==> config.mk <==
export PLATFORM = sky130hd
export DESIGN_NAME = mux_rr_scheduler
export DESIGN_NICKNAME = d
export VERILOG_FILES = /design/src/rtl/mux_rr_scheduler.sv
export SDC_FILE = /design/constraint.sdc
export NUM_CORES = 1
export LEC_CHECK = 0
export ABC_CLOCK_PERIOD_IN_PS = 6150
export BUFFER_PORTS_ARGS = -buffer_cell sky130_fd_sc_hd__buf_2
export CAP_MARGIN = 5
export CORE_ASPECT_RATIO = 0.75
export CORE_MARGIN = 5
export CORE_UTILIZATION = 46
export DETAILED_ROUTE_END_ITERATION = 8
export PLACE_DENSITY = 0.83
export SYNTH_ARGS = -nofsm -noshare
export SYNTH_HDL_FRONTEND = slang
export SYNTH_SLANG_ARGS = --single-unit
export TNS_END_PERCENT = 1
==> constraint.sdc <==
create_clock -name clk -period 6.15 [get_ports clk]
set_clock_uncertainty 0.15 [all_clocks]
set_input_delay 0.615 -clock clk [delete_from_list [all_inputs] [get_ports clk]]
set_output_delay 0.615 -clock clk [all_outputs]
set_load 0.02 [all_outputs]
==> src/rtl/mux_rr_scheduler.sv <==
// Round-robin scheduler for a shared NUMBER_INPUT:1 mux with a per-requester burst limit.
// The selected word is captured into a one-entry output register with a valid/ready handshake.
module mux_rr_scheduler #(
    parameter  int BIT          = 19,
    parameter  int NUMBER_INPUT = 8,
    parameter  int BURST        = 2,
    localparam int SEL_W        = $clog2(NUMBER_INPUT)
) (
    input  logic                        clk,
    input  logic                        rst,
    input  logic [NUMBER_INPUT-1:0]     req,
    input  logic [NUMBER_INPUT*BIT-1:0] IN,
    output logic [NUMBER_INPUT-1:0]     gnt,
    output logic [SEL_W-1:0]            sel,
    output logic [BIT-1:0]              out,
    output logic                        out_valid,
    input  logic                        out_ready
);

    localparam int                     CNT_W   = $clog2(BURST + 1);
    localparam logic [CNT_W-1:0]       BURST_C = CNT_W'(BURST);
    localparam logic [SEL_W-1:0]       LAST_IX = SEL_W'(NUMBER_INPUT - 1);

    logic [SEL_W-1:0] owner_q, owner_d;
    logic [CNT_W-1:0] cnt_q, cnt_d;
    logic [SEL_W-1:0] sel_q, sel_d;
    logic [BIT-1:0]   out_q, out_d;
    logic             out_valid_q, out_valid_d;

    logic             load;
    logic             locked;
    logic             grant;
    logic             found;
    logic [SEL_W-1:0] scan_ix;
    logic [SEL_W-1:0] search_w;
    logic [SEL_W-1:0] win;

    always_comb begin
        // NOTE: every variable gets a default first so no latch is inferred; blocking '=' here.
        load        = ~out_valid_q | out_ready;
        locked      = (cnt_q != '0) && (cnt_q < BURST_C) && req[owner_q];
        grant       = load && (|req) && !rst;
        found       = 1'b0;
        scan_ix     = owner_q;
        search_w    = owner_q;
        gnt         = '0;
        owner_d     = owner_q;
        cnt_d       = cnt_q;
        sel_d       = sel_q;
        out_d       = out_q;
        out_valid_d = out_valid_q;

        // Scan owner+1 .. owner (wrapping last); explicit compare keeps non-power-of-2 counts in range.
        for (int k = 0; k < NUMBER_INPUT; k++) begin
            scan_ix = (scan_ix == LAST_IX) ? '0 : scan_ix + 1'b1;
            if (!found && req[scan_ix]) begin
                found    = 1'b1;
                search_w = scan_ix;
            end
        end

        win = locked ? owner_q : search_w;

        if (grant) begin
            gnt[win]    = 1'b1;
            sel_d       = win;
            owner_d     = win;
            out_valid_d = 1'b1;
            cnt_d       = locked ? cnt_q + CNT_W'(1) : CNT_W'(1);
            // Only the winning slot is read, so X on unrequested slots never reaches out.
            for (int i = 0; i < NUMBER_INPUT; i++) begin
                if (win == SEL_W'(i)) out_d = IN[i*BIT +: BIT];
            end
        end else if (out_ready) begin
            out_valid_d = 1'b0;
        end
    end

    always_ff @(posedge clk) begin
        // NOTE: sequential state uses non-blocking '<=' so all flops update together.
        if (rst) begin
            owner_q     <= LAST_IX;
            cnt_q       <= '0;
            sel_q       <= '0;
            out_q       <= '0;
            out_valid_q <= 1'b0;
        end else begin
            owner_q     <= owner_d;
            cnt_q       <= cnt_d;
            sel_q       <= sel_d;
            out_q       <= out_d;
            out_valid_q <= out_valid_d;
        end
    end

    assign sel       = sel_q;
    assign out       = out_q;
    assign out_valid = out_valid_q;

endmodule

==> impl_metrics.json <==
{
  "status": "finished clean",
  "ff_latch_area_um2": 561,
  "nets": 778,
  "path_class": "flop to primary output",
  "antenna_found_initial": 0,
  "synth_seq_area_share_pct": 16.4,
  "die_y_um": 84.6,
  "wl_mm": 14.2,
  "start_util_pct": 46.9,
  "rsz0062_at_grt": "false",
  "cp_slowest_cell": "mux4_2",
  "synth_flop_cell": "dfxtp_1",
  "cts_buffer_depth": 2,
  "async_flop_share_pct": 0,
  "crit_buf_inv": 1,
  "via_count": 4478,
  "cts_sinks": 28,
  "drive_above_1_share_pct": 40.7,
  "grt_pass1_vias": 4199,
  "yosys-top-cells-count": "nand2_1, o22ai_1, a31oi_1",
  "wl_per_cell_um": 20.1,
  "clk_latency_ns": 0.28,
  "numCtsBuffers": 3,
  "cap_violations": 0,
  "cp-end-kind": "primary output",
  "core_um2": 7260,
  "slew_viol_final": 0,
  "finalCritPeriodShare_pct": 94.8,
  "grt_pass1_wl_mm": 21.3,
  "yosysTopAreaCell": "dfxtp_1",
  "synth.most_common_cell": "nand2_1",
  "syn_area_per_cell_um2": 7.82,
  "io_buffers": 193,
  "viasPerCell": 6.32,
  "path_clk_slew_ns": 0.10,
  "drc": 0,
  "die_w_um": 109,
  "cp.arrival_ns": 5.06,
  "cts_setup_buffers": 0,
  "cp_top_family": "compound AO/OA/AOI/OAI gates",
  "grt.total_usage_pct": 28.5,
  "hp-class": "flop to flop",
  "row_count": 27,
  "place.gp.congestion": 0.956,
  "fmax_mhz": 172,
  "dr.pass1.iters": 5,
  "multi_input_comb_area_um2": 2670,
  "netlist.area_leader.share_pct": 16.4,
  "htreeDepth": 1,
  "synth.distinct_cells": 66,
  "yosys_warnings": 0,
  "cts_hold_buf": 0,
  "netlist_instances": 436,
  "dieArea_um2": 9250,
  "final_cell_area_um2": 4490,
  "synth-seq-cells": 28,
  "timing_hold_violations_final": 0,
  "nFillCells": 660,
  "area_delta_synth_final_pct": 31.6,
  "synth_edf_count": 0,
  "cts_tree": "built",
  "hold_slack_ns": 0.322,
  "crit_top_cell": "ha_1",
  "critPathMaxStageDelay_ns": 0.67,
  "antenna_cells": 0,
  "dp_hpwl_mm": 11.5,
  "syn_area_um2": 3410,
  "synth.net_count": 606,
  "start_kind": "flop",
  "setup_violations": 0,
  "relSlewSlack_pct": 37.7,
  "antenna_left": 0,
  "min_period_ns": 5.83,
  "grt-ovfl-total": 0,
  "critPathMaxFanout": 21,
  "dpl_cell_area_um2": 4420,
  "path_cells": "ha_1 > ha_1 > xnor3_2 > xor2_2 > mux4_2 > a21boi_1 > a22oi_4 > o211ai_4 > nand2_1 > nor2_1 > buf_2",
  "worst_pin_slew_ns": 0.934,
  "grt_max_degree": 36,
  "yosys-top-cells-area": "dfxtp_1, mux4_2, o22ai_1",
  "crit_required_ns": 5.38,
  "drt-initial-drc-count": 528,
  "pin_count": 194,
  "clock-root-buffer": "clkbuf_8",
  "tns_ns": 0
}
## registers in the layout, summed over array words and instances, names as in the netlist
| name | count |
|---|---|
| out | 19 |
| owner_q | 3 |
| sel | 3 |
| cnt_q | 2 |
| out_valid | 1 |
## what timing repair did
action                                  CTS  global route
endpoints found under the setup margin    0             4
gates resized for setup                   0             3
hold endpoints to repair                  0             0
## layout make-up
class                      instances  share of cell area, %
timing repair buffer             203                   23.2
tap                              101                   2.82
clock buffer                       4                   1.23
sequential                        28                   12.5
inverter                           9                  0.753
multi-input combinational        363                   59.5
## cells by family (layout without fill, tap and decap cells)
family | Yosys count | count (layout) | synth area share [%]
buffers and inverters | 45 | 216 | 5.91
AOI/OAI and AO/OA | 169 | 169 | 34.0
xor gates and xnor gates | 8 | 8 | 3.78
and+or+nand+nor | 135 | 135 | 18.9
DFF | 28 | 28 | 16.4
adders and majority gates | 7 | 7 | 2.57
muxes | 44 | 44 | 18.4
## per-layer routing
| metal | vias up | global-route usage [%] | share of wire (%) |
|---|---|---|---|
| li1 | 2057 | - | - |
| met1 | 2071 | 38.8 | 40 |
| met2 | 325 | 46.0 | 46 |
| met3 | 25 | 6.15 | 13 |
| met4 | 0 | 6.68 | 1.7 |
| met5 | - | 0 | 0 |
## final timing paths
path	endpoint	cells after the start	slack (ns)	start
min reg2reg	sel[1]	2	0.32	sel[1]
min	sel[1]	2	0.32	sel[1]
max	gnt[5]	11	0.32	owner_q[0]
max reg2reg	out[18]	12	0.82	owner_q[0]
## cells in the final DEF, fill, tap and decap left out, types with 6 or more instances in the layout
cell	instances
or3_1	16
o22ai_1	43
mux4_2	14
ha_1	6
inv_1	8
nor2b_1	15
nand2_1	57
mux2i_1	19
dfxtp_1	28
buf_2	193
nor2_1	23
mux2_2	10
a22oi_1	8
buf_4	10
o21ai_0	28
a21oi_1	9
a31oi_1	32
## worst reg2reg max path, stage by stage (launching register included)
cell and delay (ns):
dfxtp_1 0.43, ha_1 0.28, ha_1 0.52, xnor3_2 0.59, xor2_2 0.33, mux4_2 0.67
a311o_1 0.44, a22oi_4 0.26, o211ai_4 0.28, a21boi_4 0.52, o22ai_1 0.19, or3_1 0.38
a31oi_1 0.19
## stage by stage
stage / util (%) / setup WS (ns) / instances
after floorplan: - / 1.27 / 436
after global placement: 60.9 / 0.723 / 704
after detailed placement: 60.9 / 0.492 / 704
after CTS: 61.7 / 0.159 / 708
after global routing: 61.8 / 0.0764 / 708
final: 61.8 / 0.323 / 708
Power is left out: the tool's default activity adds up to more than one toggle a clock period on the data nets, which glitch-free logic cannot reach.
